File: config.mk
export PLATFORM = sky130hd
export DESIGN_NAME = sum_accumulator
export DESIGN_NICKNAME = d
export VERILOG_FILES = /design/src/rtl/sum_acc_pkg.sv /design/src/rtl/sum_acc_add.sv /design/src/rtl/sum_accumulator.sv
export SDC_FILE = /design/constraint.sdc
export NUM_CORES = 1
export LEC_CHECK = 0
export BUFFER_PORTS_ARGS = -buffer_cell sky130_fd_sc_hd__buf_2
export CAP_MARGIN = 20
export CELL_PAD_IN_SITES_DETAIL_PLACEMENT = 2
export CELL_PAD_IN_SITES_GLOBAL_PLACEMENT = 2
export CORE_UTILIZATION = 28
export CTS_CLUSTER_DIAMETER = 100
export CTS_CLUSTER_SIZE = 8
export DETAILED_ROUTE_END_ITERATION = 10
export MAX_ROUTING_LAYER = met4
export PLACE_DENSITY = 0.79
export REMOVE_ABC_BUFFERS = 1
export SLEW_MARGIN = 20
export SYNTH_ARGS = -nofsm -noshare
export SYNTH_HDL_FRONTEND = slang
export SYNTH_HIERARCHICAL = 1
export SYNTH_SLANG_ARGS = --single-unit
File: constraint.sdc
create_clock -name clk -period 2.2 [get_ports clk]
set_clock_uncertainty 0.05 [all_clocks]
set_input_delay 0.22 -clock clk [delete_from_list [all_inputs] [get_ports clk]]
set_output_delay 0.22 -clock clk [all_outputs]
set_load 0.05 [all_outputs]
File: src/rtl/sum_acc_pkg.sv
// rtl/sum_acc_pkg.sv - shared state enum and default widths for the sum accumulator
package sum_acc_pkg;

  typedef enum logic {
    ACCUM = 1'b0,
    HOLD  = 1'b1
  } state_e;

  localparam int DEF_IN_W   = 10;
  localparam int DEF_ACC_W  = 12;
  localparam int DEF_LOG2_N = 3;

endpackage

File: src/rtl/sum_acc_add.sv
// rtl/sum_acc_add.sv - accumulator adder with carry out; clamps when SUM_ACC_SATURATE_EN is defined
module sum_acc_add #(
  parameter int ACC_W = 12
) (
  input  logic [ACC_W-1:0] a,
  input  logic [ACC_W-1:0] b,
  output logic [ACC_W-1:0] sum,
  output logic             carry
);

  logic [ACC_W-1:0] raw;

  always_comb begin
    {carry, raw} = {1'b0, a} + {1'b0, b};
`ifdef SUM_ACC_SATURATE_EN
    sum = carry ? {ACC_W{1'b1}} : raw;
`else
    sum = raw;
`endif
  end

endmodule

File: src/rtl/sum_accumulator.sv
// rtl/sum_accumulator.sv - N-sample block accumulator with ready/valid handshake
// Optional saturation of the running total via SUM_ACC_SATURATE_EN.
module sum_accumulator
  import sum_acc_pkg::*;
#(
  parameter int IN_W   = DEF_IN_W,
  parameter int ACC_W  = DEF_ACC_W,
  parameter int LOG2_N = DEF_LOG2_N
) (
  input  logic                clk,
  input  logic                rst_n,
  input  logic                clr,
  input  logic                in_valid,
  input  logic [IN_W-1:0]     in_sum,
  output logic                in_ready,
  output logic                out_valid,
  input  logic                out_ready,
  output logic [ACC_W-1:0]    acc_sum,
  output logic [ACC_W-LOG2_N-1:0] avg,
  output logic                ovf
);

  localparam logic [LOG2_N-1:0] CNT_LAST = {LOG2_N{1'b1}};

  state_e              state_q, state_d;
  logic [ACC_W-1:0]    acc_q, acc_d;
  logic [LOG2_N-1:0]   cnt_q, cnt_d;
  logic                ovf_q, ovf_d;

  logic [ACC_W-1:0]    addend;
  logic [ACC_W-1:0]    add_sum;
  logic                add_carry;

  assign addend = {{(ACC_W-IN_W){1'b0}}, in_sum};

  sum_acc_add #(.ACC_W(ACC_W)) u_add (
    .a     (acc_q),
    .b     (addend),
    .sum   (add_sum),
    .carry (add_carry)
  );

  always_ff @(posedge clk or negedge rst_n) begin
    if (!rst_n) begin
      state_q <= ACCUM;
      acc_q   <= '0;
      cnt_q   <= '0;
      ovf_q   <= 1'b0;
    end else begin
      state_q <= state_d;
      acc_q   <= acc_d;
      cnt_q   <= cnt_d;
      ovf_q   <= ovf_d;
    end
  end

  always_comb begin
    state_d = state_q;
    acc_d   = acc_q;
    cnt_d   = cnt_q;
    ovf_d   = ovf_q;
    if (clr) begin
      // clr wins over sample acceptance and over a pending handshake
      state_d = ACCUM;
      acc_d   = '0;
      cnt_d   = '0;
      ovf_d   = 1'b0;
    end else begin
      case (state_q)
        ACCUM: begin
          if (in_valid) begin
            acc_d = add_sum;
            ovf_d = ovf_q | add_carry;
            cnt_d = cnt_q + {{(LOG2_N-1){1'b0}}, 1'b1};
            if (cnt_q == CNT_LAST) state_d = HOLD;
          end
        end
        HOLD: begin
          if (out_ready) begin
            state_d = ACCUM;
            acc_d   = '0;
            cnt_d   = '0;
            ovf_d   = 1'b0;
          end
        end
        default: state_d = ACCUM;
      endcase
    end
  end

  assign in_ready  = (state_q == ACCUM);
  assign out_valid = (state_q == HOLD);
  assign acc_sum   = acc_q;
  assign avg       = acc_q[ACC_W-1:LOG2_N];
  assign ovf       = ovf_q;

endmodule

# ---- After elaboration in Yosys (flattened, before gate mapping)
# Index checks and enable logic that the tools add are counted.
dict set report op_classes {
  div 0
  n_shift 0
  bitwise 2
  reduce_logical 1
  magnitude_cmp 0
  eq_ne 3
  n_addsub 2
  muxes 17
  n_mul 0
}
# cell count
set ops {}
lappend ops {{2-to-1 mux 12 bit} 3}
lappend ops {{case mux 12 bit (2 select lines)} 1}
lappend ops {{adder 12 x 10 -> 13 bit} 1}
lappend ops {{2-to-1 mux 3 bit} 3}
lappend ops {{2-to-1 mux 1 bit} 7}
lappend ops {{!= test 3 bit (second input constant)} 2}
lappend ops {{case mux 3 bit (2 select lines)} 1}
lappend ops {{case mux 1 bit (2 select lines)} 2}
lappend ops {{adder 3 x 1 -> 3 bit (second input constant)} 1}
lappend ops {{== test 3 bit (second input constant)} 1}
lappend ops {{AND reduction 2 bit} 1}
lappend ops {{NOT 1 bit} 1}
lappend ops {{bitwise OR 1 bit} 1}
dict set report totals {
  ram_bits 0
  memories 0
  out_inout_bits 24
  rom_bits 0
  reg_bits 17
  word_cells 29
  latch_bits 0
  in_bits 15
}

# ---- Logic depth before layout (Yosys ltp)
# Gate-level depths: netlist of run 1.
dict set report logic_depth {
  depth_word 5
  mapped_depth 9
  depth_no_buf 9
}

# ---- By module
# The synthesis of run 1 kept the hierarchy.
# mod seq_area_each_um2 cells_per_inst area_per_inst_um2 n_inst
set by_module_without_submodules {}
lappend by_module_without_submodules {sum_accumulator 425.4 75 802.0 1}
lappend by_module_without_submodules {sum_acc_add 0.0 82 628.1 1}

# ---- Worst setup path before layout of run 1
# OpenSTA, ideal clock, no wires.
dict set report synth_path {
  kind {reg2reg}
  startpoint {register acc_q[0] (netlist: acc_sum[0])}
  endpoint {register acc_q[10] (netlist: acc_sum[10])}
  setup_ns 0.132
  stages_incl_launch_ff 10
  path_slack_ns -0.283
  period_less_slack_ns 2.483
  n_path_buf 0
  arrival_ns 2.301
  t_required_ns 2.018
  path_cell_list {dfrtp_1 > ha_1 > fa_1 > a211oi_1 > o21ai_0 > a31oi_1 > xnor2_1 > mux2_2 > nand2_1 > a21oi_1}
}
dict set report synth_between {
  elab_chain_len 4
}
# item line
set synth_rtl {}
lappend synth_rtl {{from (decl)} sum_accumulator.sv:26} ;# logic [ACC_W-1:0] acc_q, acc_d;
lappend synth_rtl {{from (signal assigned)} sum_accumulator.sv:46} ;# acc_q <= '0;
lappend synth_rtl {{from (signal assigned)} sum_accumulator.sv:51} ;# acc_q <= acc_d;
lappend synth_rtl {{adder 12 x 10 -> 13 bit} sum_acc_add.sv:14} ;# {carry, raw} = {1'b0, a} + {1'b0, b};
lappend synth_rtl {{named net add_sum[10]} sum_accumulator.sv:31} ;# logic [ACC_W-1:0] add_sum;
lappend synth_rtl {{2-to-1 mux 12 bit} sum_accumulator.sv:71} ;# if (in_valid) begin
lappend synth_rtl {{case mux 12 bit (2 select lines)} sum_accumulator.sv:69} ;# case (state_q)
lappend synth_rtl {{2-to-1 mux 12 bit} sum_accumulator.sv:62} ;# if (clr) begin
# The timed path passes the listed nets, and every way through them passes these cells. The select of a mux whose other input is x is not followed.
# A chain may end at the register's enable or synchronous reset.

# ---- Final worst setup path of run 1
dict set report layout_path {
  startpoint {register acc_q[1] (netlist: acc_sum[1])}
  endpoint {register acc_q[6] (netlist: acc_sum[6])}
}
# Same word-level chain as after synthesis.

==> flow_summary_export.csv, run 1 <==
group,metric,value,unit
setup_path,worstPathArrival,2340,ps
yosys,yosys_register_bits,17,
yosys,synthFlopType,"dfrtp_1",
final_layout,nets,240,
yosys,synth-compound-area-share,0.2371,
drt,drtIter0Drc,65,
clocking,numClockSinks,17,
drt,wl,5208,µm
yosys,synth.area.mux_share,0.01487,
drt,avgRoutedWirePerCell,18.87,µm
final_layout,antennaDiodeCount,0,
global_route,grt_max_degree,18,
clocking,htree_levels,1,
floorplanning,die_area,5397,µm²
setup_path,crit_path_start,"acc_sum[1]",
yosys,yosys.area_share.simple,0.1881,
yosys,synth_top_family_by_area,"compound AO/OA/AOI/OAI gates",
pwr,max-vdd-ir-drop,0.2831,mV
sta,setup_slack,-50.13,ps
sta,whs,249.0,ps
final_layout,nFillCells,553,
floorplanning,fp-row-count,25,
pwr,power.density,752.3,nW/µm²
sta,rsz0062_at_grt,"true",
yosys,synth-edff-count,0,
yosys,yosys-top-cells-area,"dfrtp_1 (30%), ha_1 (12%), a22oi_1 (6.8%)",
floorplanning,initial_core_util,0.2969,
sta,hold_viol,0,
min_path,holdCritStartpoint,"out_ready",
final_layout,syn_to_final_growth,42.96,%
drt,drt-vias-per-instance,5.203,
sta,slew_viol_final,0,
global_route,antenna_found_initial,0,
yosys,ys_seq_area_frac,0.2975,
final_layout,stdcell_area,2044,µm²
floorplanning,core-area,4817,µm²
clocking,clk_pin_slew_worst_paths,80,ps
setup_path,startpoint_type,"flop",
setup_path,critPathRequiredTime,2290,ps
floorplanning,io_pins,39,
yosys,yosysTopAreaCell,"dfrtp_1",
place,dpl_worst_slack,-161.6,ps
drt,drc_errors,0,
setup_path,reg2reg_from,"acc_sum[1]",
place,io_buffer_count,38,
yosys,synthAdderAreaFrac,0.1365,
setup_path,crit_path_end_kind,"flop",
sta,setup_violations,3,
drt,vias,1436,
floorplanning,fp.dieW,73.47,µm
clocking,clk-insertion-delay-late,260,ps
yosys,yosysTopAreaCellShare,0.2975,
yosys,avgSynthCellArea,9.109,µm²
place,post_dp_cell_area,1729,µm²
yosys,synth-xor-area-share,0.04899,
setup_path,critPathMaxFanout,3,
global_route,grt_pass1_wl,7458,µm
sta,final.min_clock_period,2250,ps
pwr,p_leak,0.9929,nW
place,routabilityCongestion,0.7284,
sta,relSlewSlack,0.6519,
global_route,grt_overflow_total,0,
final_layout,drive_gt1_frac,0.4593,
global_route,grt_pass1_vias,1487,
yosys,yosysWarnings,6,
clocking,cts_buffers,3,
clocking,cts_tree,"done",
global_route,track_usage,0.1875,
outcome,status,"complete, but fails checks",
clocking,cts_root_buf,"clkbuf_8",
final_layout,fin_util,0.4244,
yosys,yosysUniqueCellTypes,46,
min_path,hp-class,"input port to flop",
drt,ant_nets,0,
yosys,postSynth.asyncResetShare,1.000,
yosys,synth_cells,157,
setup_path,crit_type,"flop to flop",
place,place_hpwl,3387,µm
clocking,cts.path.max_buffers,2,
drt,dr.pass1.iters,4,
sta,period_share,1.023,
flow_run,maxCapViolCount,0,
sta,fmax,0.4444,GHz
outcome,violations,"negative setup slack",
floorplanning,die_h,73.47,µm
yosys,syn_area,1430,µm²
pwr,power.total,1.538,mW
sta,tightest_slew,516.7,ps
## sequential cells by signal, indices dropped and copies added, names as in the netlist
name,flops
acc_sum,12
cnt_q,3
out_valid,1
ovf,1
## per-layer routing
metal | routed length [µm] | track usage | part of all wire | vias to the layer above
li1 | - | - | - | 679
met1 | 2403 | 0.2266 | 0.46 | 733
met2 | 2669 | 0.3323 | 0.51 | 22
met3 | 100 | 0.01646 | 0.019 | 2
met4 | 34 | 0.05128 | 0.0065 | 0
met5 | 0 | - | 0 | -
## cell usage in the layout (no fill, tap or decap), types with 2 or more instances in the layout
master,count
buf_4,20
ha_2,2
conb_1,2
nand3b_1,2
a31o_1,2
buf_2,38
clkbuf_8,3
xnor2_1,5
a21oi_1,7
nor2_1,19
nand2b_1,2
a21oi_2,3
nand3_1,3
nor2b_1,3
a22oi_2,3
o211ai_1,3
ha_1,5
ha_4,7
buf_6,2
or4_4,3
nor3b_1,2
dfrtp_1,17
a22oi_1,11
inv_1,2
a21o_1,6
xor2_1,3
nand2_1,6
## Yosys cell counts, types with 2 or more instances
master / count
inv_1: 2
dfrtp_1: 17
o21ai_0: 2
nand2b_1: 2
ha_1: 14
xnor2_1: 5
a21oi_1: 10
nand3_1: 4
o211ai_1: 3
a21o_1: 6
nor2b_1: 3
xor2_1: 3
a22oi_1: 13
a31o_1: 2
nor3b_1: 2
nand2_1: 7
nor2_1: 19
a2111oi_0: 3
buf_4: 10
nand3b_1: 2
or4_1: 3
## metrics by stage
step / TNS, ps / std cells
floorplan: -2199 / 144
detailed placement: -436.0 / 265
global route: -431.6 / 276
finish: -103.8 / 276
CTS: -12.14 / 272
global placement: -93.07 / 265
## final cells by class
type	instances	area [µm²]	area share
Sequential cell	17	425.4	0.2081
Timing Repair Buffer	61	372.9	0.1824
Multi-Input combinational cell	125	1110	0.5428
Inverter	2	7.507	0.003672
Tap cell	67	83.83	0.04100
Clock buffer	4	45.04	0.02203
## repair_timing
item                                    4_1_cts  5_1_grt
endpoints found under the setup margin        6        6
hold endpoints to repair                     17        0
pin swaps                                     8       26
resized for setup                            14       25
buffers inserted                              2        4
hold buffers                                  1        0
## report_power, final
| group | switching [mW] | total, mW | internal, mW |
|---|---|---|---|
| registers | 0.0388 | 0.384 | 0.345 |
| clock network | 0.127 | 0.256 | 0.129 |
| logic | 0.531 | 0.898 | 0.367 |
| total | 0.697 | 1.54 | 0.842 |
## final timing paths
kind                         endpoint  slack (ps)  cells past startpoint
hold reg to reg              cnt_q[1]         490                      2
hold / removal               cnt_q[0]         250                      3
setup / recovery           acc_sum[6]         -50                      9
min in group asynchronous  acc_sum[1]         390                      2
setup reg to reg           acc_sum[6]         -50                      9
max in group asynchronous  acc_sum[8]        1390                      2
## critical path: stages, from the launching register on
cell and delay, ps:
dfrtp_1 410, buf_4 150, fa_2 420, a211oi_4 310, buf_4 170, o21bai_4 80
a21oi_2 180, xnor2_1 110, a22oi_1 190, nor2_1 50
## cells by family (layout without fill, tap and decap cells)
family,Yosys count,in the layout
other cells,1,2
fa+ha+maj,15,15
buf+inv,16,67
compound gates,47,47
simple gates,51,51
flops,17,17
mux,2,2
xor+xnor,8,8
No activity file was read; power rests on OpenSTA's default activity.
==> inputs of run 2 (changes only) <==
ABC_AREA = 1   (was not set)
CORE_UTILIZATION = 26   (was 28)
SLEW_MARGIN = not set   (was 20)
==> flow_summary_export.csv, run 2 <==
group,metric,value,unit
yosys,synth_cells,246,
clocking,htree_levels,1,
sta,setup_violations,0,
clocking,numClockSinks,17,
final_layout,drive_gt1_frac,0.2572,
setup_path,worstPathArrival,2220,ps
min_path,hp-class,"input port to flop",
setup_path,crit_buf_inv,0,
setup_path,critPathMaxFanout,3,
setup_path,slowest_delay,410,ps
sta,setup_slack,113.1,ps
global_route,grt_overflow_total,0,
floorplanning,fp.dieW,81.85,µm
yosys,yosysWarnings,6,
setup_path,cp_common_cell,"nand2_1",
outcome,status,"complete, no violations",
setup_path,crit_type,"flop to flop",
clocking,cts_setup_buffers,0,
sta,tns,0,ps
yosys,syn_area,1658,µm²
sta,period_share,0.9486,
clocking,cts_buffers,3,
sta,hold_viol,0,
setup_path,startpoint_type,"flop",
setup_path,critPathRequiredTime,2340,ps
floorplanning,core-area,6026,µm²
yosys,synth-compound-area-share,0.01811,
yosys,synth_top_family_by_area,"simple AND/OR/NAND/NOR gates",
floorplanning,die_h,81.85,µm
floorplanning,io_pins,39,
yosys,avgSynthCellArea,6.739,µm²
global_route,grt_max_degree,19,
place,post_dp_cell_area,1834,µm²
setup_path,cp_cell_sequence,"ha_1 -> fa_2 -> nand3_1 -> nand3_2 -> nand2_1 -> nand2_1 -> xor2_1 -> nand2_1 -> nor2_1 -> nand3_1 -> nand2_1",
pwr,max-vdd-ir-drop,0.4885,mV
setup_path,slowest_stage,"dfrtp_1",
yosys,synthAdderAreaFrac,0.1177,
place,io_buffer_count,38,
final_layout,antennaDiodeCount,0,
pwr,power.total,2.527,mW
yosys,synth-xor-area-share,0.03170,
sta,fmax,0.4792,GHz
yosys,synthTopCellsByCount,"nand2_1 (87), nand3_1 (25), nor2_1 (22), inv_1 (19), dfrtp_1 (17)",
final_layout,layout_commonest_cell,"nand2_1",
drt,drc_errors,0,
yosys,ys_seq_area_frac,0.2566,
place,dpl_worst_slack,116.8,ps
clocking,cts_tree,"done",
yosys,yosysMostFrequentCell,"nand2_1",
global_route,antenna_found_initial,0,
drt,dr.pass1.iters,4,
clocking,clk_pin_slew_worst_paths,70,ps
final_layout,final_cell_mix,"nand2_1 (87), buf_2 (38), nand3_1 (25), nor2_1 (22), inv_1 (19)",
yosys,yosysUniqueCellTypes,24,
pwr,power.density,1336,nW/µm²
global_route,grt_pass1_vias,1804,
final_layout,fin_util,0.3140,
yosys,yosys_register_bits,17,
final_layout,largest_reg_flops,12,
drt,ant_nets,0,
floorplanning,die_area,6699,µm²
yosys,yosysTopAreaCell,"dfrtp_1",
sta,slew_viol_final,0,
drt,wl,5190,µm
floorplanning,fp-row-count,28,
sta,rsz0062_at_grt,"false",
yosys,yosys.area_share.simple,0.4475,
final_layout,stdcell_area,1892,µm²
global_route,track_usage,0.1814,
place,routabilityCongestion,0.7919,
setup_path,crit_family,"simple AND/OR/NAND/NOR gates",
global_route,grt_pass1_wl,9018,µm
flow_run,maxCapViolCount,0,
setup_path,crit_path_end_kind,"flop",
yosys,synth-edff-count,0,
yosys,synthFlopType,"dfrtp_1",
clocking,cts_root_buf,"clkbuf_8",
yosys,synth.area.mux_share,0,
drt,drtIter0Drc,46,
floorplanning,initial_core_util,0.2751,
yosys,yosysTopAreaCellShare,0.2566,
clocking,clk-insertion-delay-late,250,ps
drt,avgRoutedWirePerCell,14.79,µm
pwr,p_leak,1.156,nW
yosys,postSynth.asyncResetShare,1.000,
sta,final.min_clock_period,2087,ps
final_layout,nets,307,
final_layout,syn_to_final_growth,14.11,%
clocking,cts.path.max_buffers,2,
yosys,yosys-top-cells-area,"dfrtp_1 (26%), nand2_1 (20%), ha_1 (11%)",
drt,drt-vias-per-instance,4.707,
drt,vias,1652,
place,place_hpwl,4233,µm
run 2: routing by layer:
layer	up-vias	GRT usage	share of wire
met2	13	0.3231	0.52
met5	-	-	0
met4	0	0.03684	0.0039
li1	818	-	-
met3	2	0.006667	0.012
met1	819	0.2269	0.46
run 2: area by class of cell:
| cell class | instances | area (µm²) |
|---|---|---|
| Clock buffer | 4 | 45.04 |
| Fill cell | 768 | 4134 |
| Inverter | 24 | 90.09 |
| Multi-Input combinational cell | 191 | 1030 |
| Sequential cell | 17 | 425.4 |
| Tap cell | 75 | 93.84 |
| Timing Repair Buffer | 40 | 207.7 |
run 2: what timing repair did:
action / CTS / global route
endpoints found under the setup margin: 0 / 2
hold endpoints to repair: 17 / 0
hold buffers: 1 / 0
gates resized for setup: 0 / 1
run 2: path summary, 6_finish.rpt:
kind	startpoint	endpoint	slack (ps)	depth (start not counted)
setup / recovery	acc_sum[0]	acc_sum[6]	110	11
hold / removal	in_valid	out_valid	200	3
setup reg to reg	acc_sum[0]	acc_sum[6]	110	11
hold reg to reg	cnt_q[2]	cnt_q[2]	440	2
max in group asynchronous	rst_n	acc_sum[6]	1430	2
min in group asynchronous	rst_n	acc_sum[4]	380	2
run 2: per-stage QoR:
step | instances | hold WS (ps)
floorplan | 232 | -125.6
detailed placement | 346 | 133.7
global route | 351 | 216.0
finish | 351 | 200.3
global placement | 346 | 125.7
CTS | 351 | 195.4
run 2: report_power, final:
group          switching (mW)  total (mW)  internal, mW
clock network           0.107       0.235         0.128
registers               0.113       0.517         0.403
logic                    1.28        1.78         0.491
run 2: kinds of logic after synthesis:
family	Yosys count
other cells	1
simple gates	162
fa+ha+maj	15
buf+inv	39
compound gates	6
flops	17
xor+xnor	6
run 2: worst reg2reg max path, delay by kind of cell (launching register included):
kind / cells / cell delay (ps)
XOR/XNOR: 1 / 210
adder cells (fa/ha/maj): 2 / 650
flip-flops: 1 / 410
AND/OR/NAND/NOR: 8 / 710
==> inputs of run 3 (changes only) <==
CELL_PAD_IN_SITES_DETAIL_PLACEMENT = 1   (was 2)
CTS_CLUSTER_DIAMETER = 120   (was 100)
==> flow_summary_export.csv, run 3 (synthesis gave the netlist of run 2 again) <==
group,metric,value,unit
outcome,status,"complete, no violations",
global_route,grt_pass1_wl,7872,µm
sta,slew_viol_final,0,
clocking,cts.path.max_buffers,2,
global_route,grt_pass1_vias,1662,
floorplanning,die_h,81.85,µm
drt,drtIter0Drc,33,
place,routabilityCongestion,0.7919,
drt,drc_errors,0,
pwr,p_switching,1.454,mW
global_route,antenna_found_initial,0,
floorplanning,io_pins,39,
setup_path,reg2reg_from,"acc_sum[0]",
clocking,cts_buffers,3,
global_route,track_usage,0.1576,
setup_path,reg2reg_to,"ovf",
flow_run,maxCapViolCount,0,
final_layout,antennaDiodeCount,0,
drt,vias,1602,
drt,wl,4635,µm
final_layout,nets,307,
clocking,cts_tree,"done",
min_path,worstHoldEndpoint,"out_valid",
sta,setup_violations,0,
final_layout,syn_to_final_growth,14.11,%
drt,dr.pass1.iters,6,
global_route,grt_overflow_total,0,
clocking,clk-insertion-delay-late,250,ps
place,io_buffer_count,38,
setup_path,crit_path_start,"acc_sum[0]",
final_layout,drive_gt1_frac,0.2572,
pwr,power.total,2.476,mW
pwr,power.density,1309,nW/µm²
setup_path,crit_path_end_kind,"flop",
clocking,htree_levels,1,
drt,ant_nets,0,
floorplanning,initial_core_util,0.2751,
pwr,max-vdd-ir-drop,0.5700,mV
sta,period_share,0.9012,
drt,drt-vias-per-instance,4.564,
min_path,hp-class,"input port to flop",
floorplanning,fp-row-count,28,
floorplanning,core-area,6026,µm²
drt,avgRoutedWirePerCell,13.21,µm
pwr,seq_power_share,0.208,
final_layout,largest_reg_flops,12,
pwr,combPwrFrac,0.696,
final_layout,final_cell_mix,"nand2_1 (87), buf_2 (38), nand3_1 (25), nor2_1 (22), inv_1 (19)",
setup_path,startpoint_type,"flop",
setup_path,critPathMaxFanout,3,
clocking,cts_root_buf,"clkbuf_8",
setup_path,crit_type,"flop to flop",
clocking,clk_pin_slew_worst_paths,70,ps
pwr,swShare,0.5874,
min_path,holdCritStartpoint,"in_valid",
setup_path,r2r_cells,12,
setup_path,reg2reg_slack,220,ps
clocking,numClockSinks,17,
pwr,p_clk_frac,0.096,
pwr,p_leak,1.156,nW
global_route,grt_max_degree,19,
sta,rsz0062_at_grt,"false",
setup_path,worstPathArrival,2070,ps
pwr,intPower,1.022,mW
sta,fmax,0.5044,GHz
final_layout,layout_commonest_cell,"nand2_1",
place,place_hpwl,3688,µm
sta,hold_viol,0,
min_path,holdPathStages,3,
floorplanning,die_area,6699,µm²
sta,whs,207.9,ps
setup_path,critPathRequiredTime,2290,ps
floorplanning,fp.dieW,81.85,µm
sta,final.min_clock_period,1983,ps
==> run 3: cell counts in the layout (fill, tap and decap cells not counted) <==
Identical to the previous run, type by type.
==> run 3: timing repair <==
action | CTS | global route
hold buffers | 1 | 0
setup endpoints to repair | 0 | 2
buffers inserted | 0 | 0
gates resized for setup | 0 | 1
endpoints found under the hold margin | 17 | 0
==> run 3: power groups by stage <==
stage	Combinational (mW)	Clock, mW	Sequential (mW)
6_report	1.72	0.238	0.514
3_3_place_gp	1.72	0	0.516
3_5_place_dp	1.73	0	0.522
2_1_floorplan	0.775	0	1.04
4_1_cts	1.74	0.248	0.517
5_1_grt	1.91	0.260	0.533
==> run 3: routing by layer <==
layer / share of wire / GRT usage / vias to the layer above
met5: 0 / - / -
met4: 0.0043 / 0.03158 / 0
met3: 0.023 / 0.01000 / 2
met2: 0.50 / 0.2727 / 17
met1: 0.47 / 0.2012 / 767
li1: - / - / 816
==> run 3: cell type report <==
| type | instances | area (µm²) |
|---|---|---|
| fill | 808 | 4134 |
| multi-input combinational | 191 | 1030 |
| tap | 75 | 93.84 |
| sequential | 17 | 425.4 |
| inverter | 24 | 90.09 |
| clock buffer | 4 | 45.04 |
| timing repair buffer | 40 | 207.7 |
==> run 3: critical path, stage by stage (launching register included) <==
cell and delay (ps):
dfrtp_1 410, ha_1 270, fa_2 380, nand3_1 100, nand3_2 100, nand4_1 100
nand2_1 80, nand2_1 60, nand2_1 40, nor2_1 110, nor2_1 60, nand3_1 60
nand2_1 60
==> run 3: metrics by stage <==
step,instance area [µm²],util,cells,TNS (ps),worst slack (ps)
2_1_floorplan,1543,-,232,-170.5,-94.17
3_3_place_gp,1834,0.3044,346,0,230.6
3_5_place_dp,1834,0.3044,346,0,166.2
4_1_cts,1889,0.3135,351,0,134.2
5_1_grt,1892,0.3140,351,0,22.12
6_report,1892,0.3140,351,0,217.3
==> run 3: worst max path at each step <==
stage	endpoint	slack (ps)	cells after the start
2_1_floorplan	ovf	-90	11
3_3_place_gp	ovf	230	12
3_5_place_dp	ovf	170	12
4_1_cts	ovf	130	12
5_1_grt	ovf	20	12
6_report	ovf	220	12
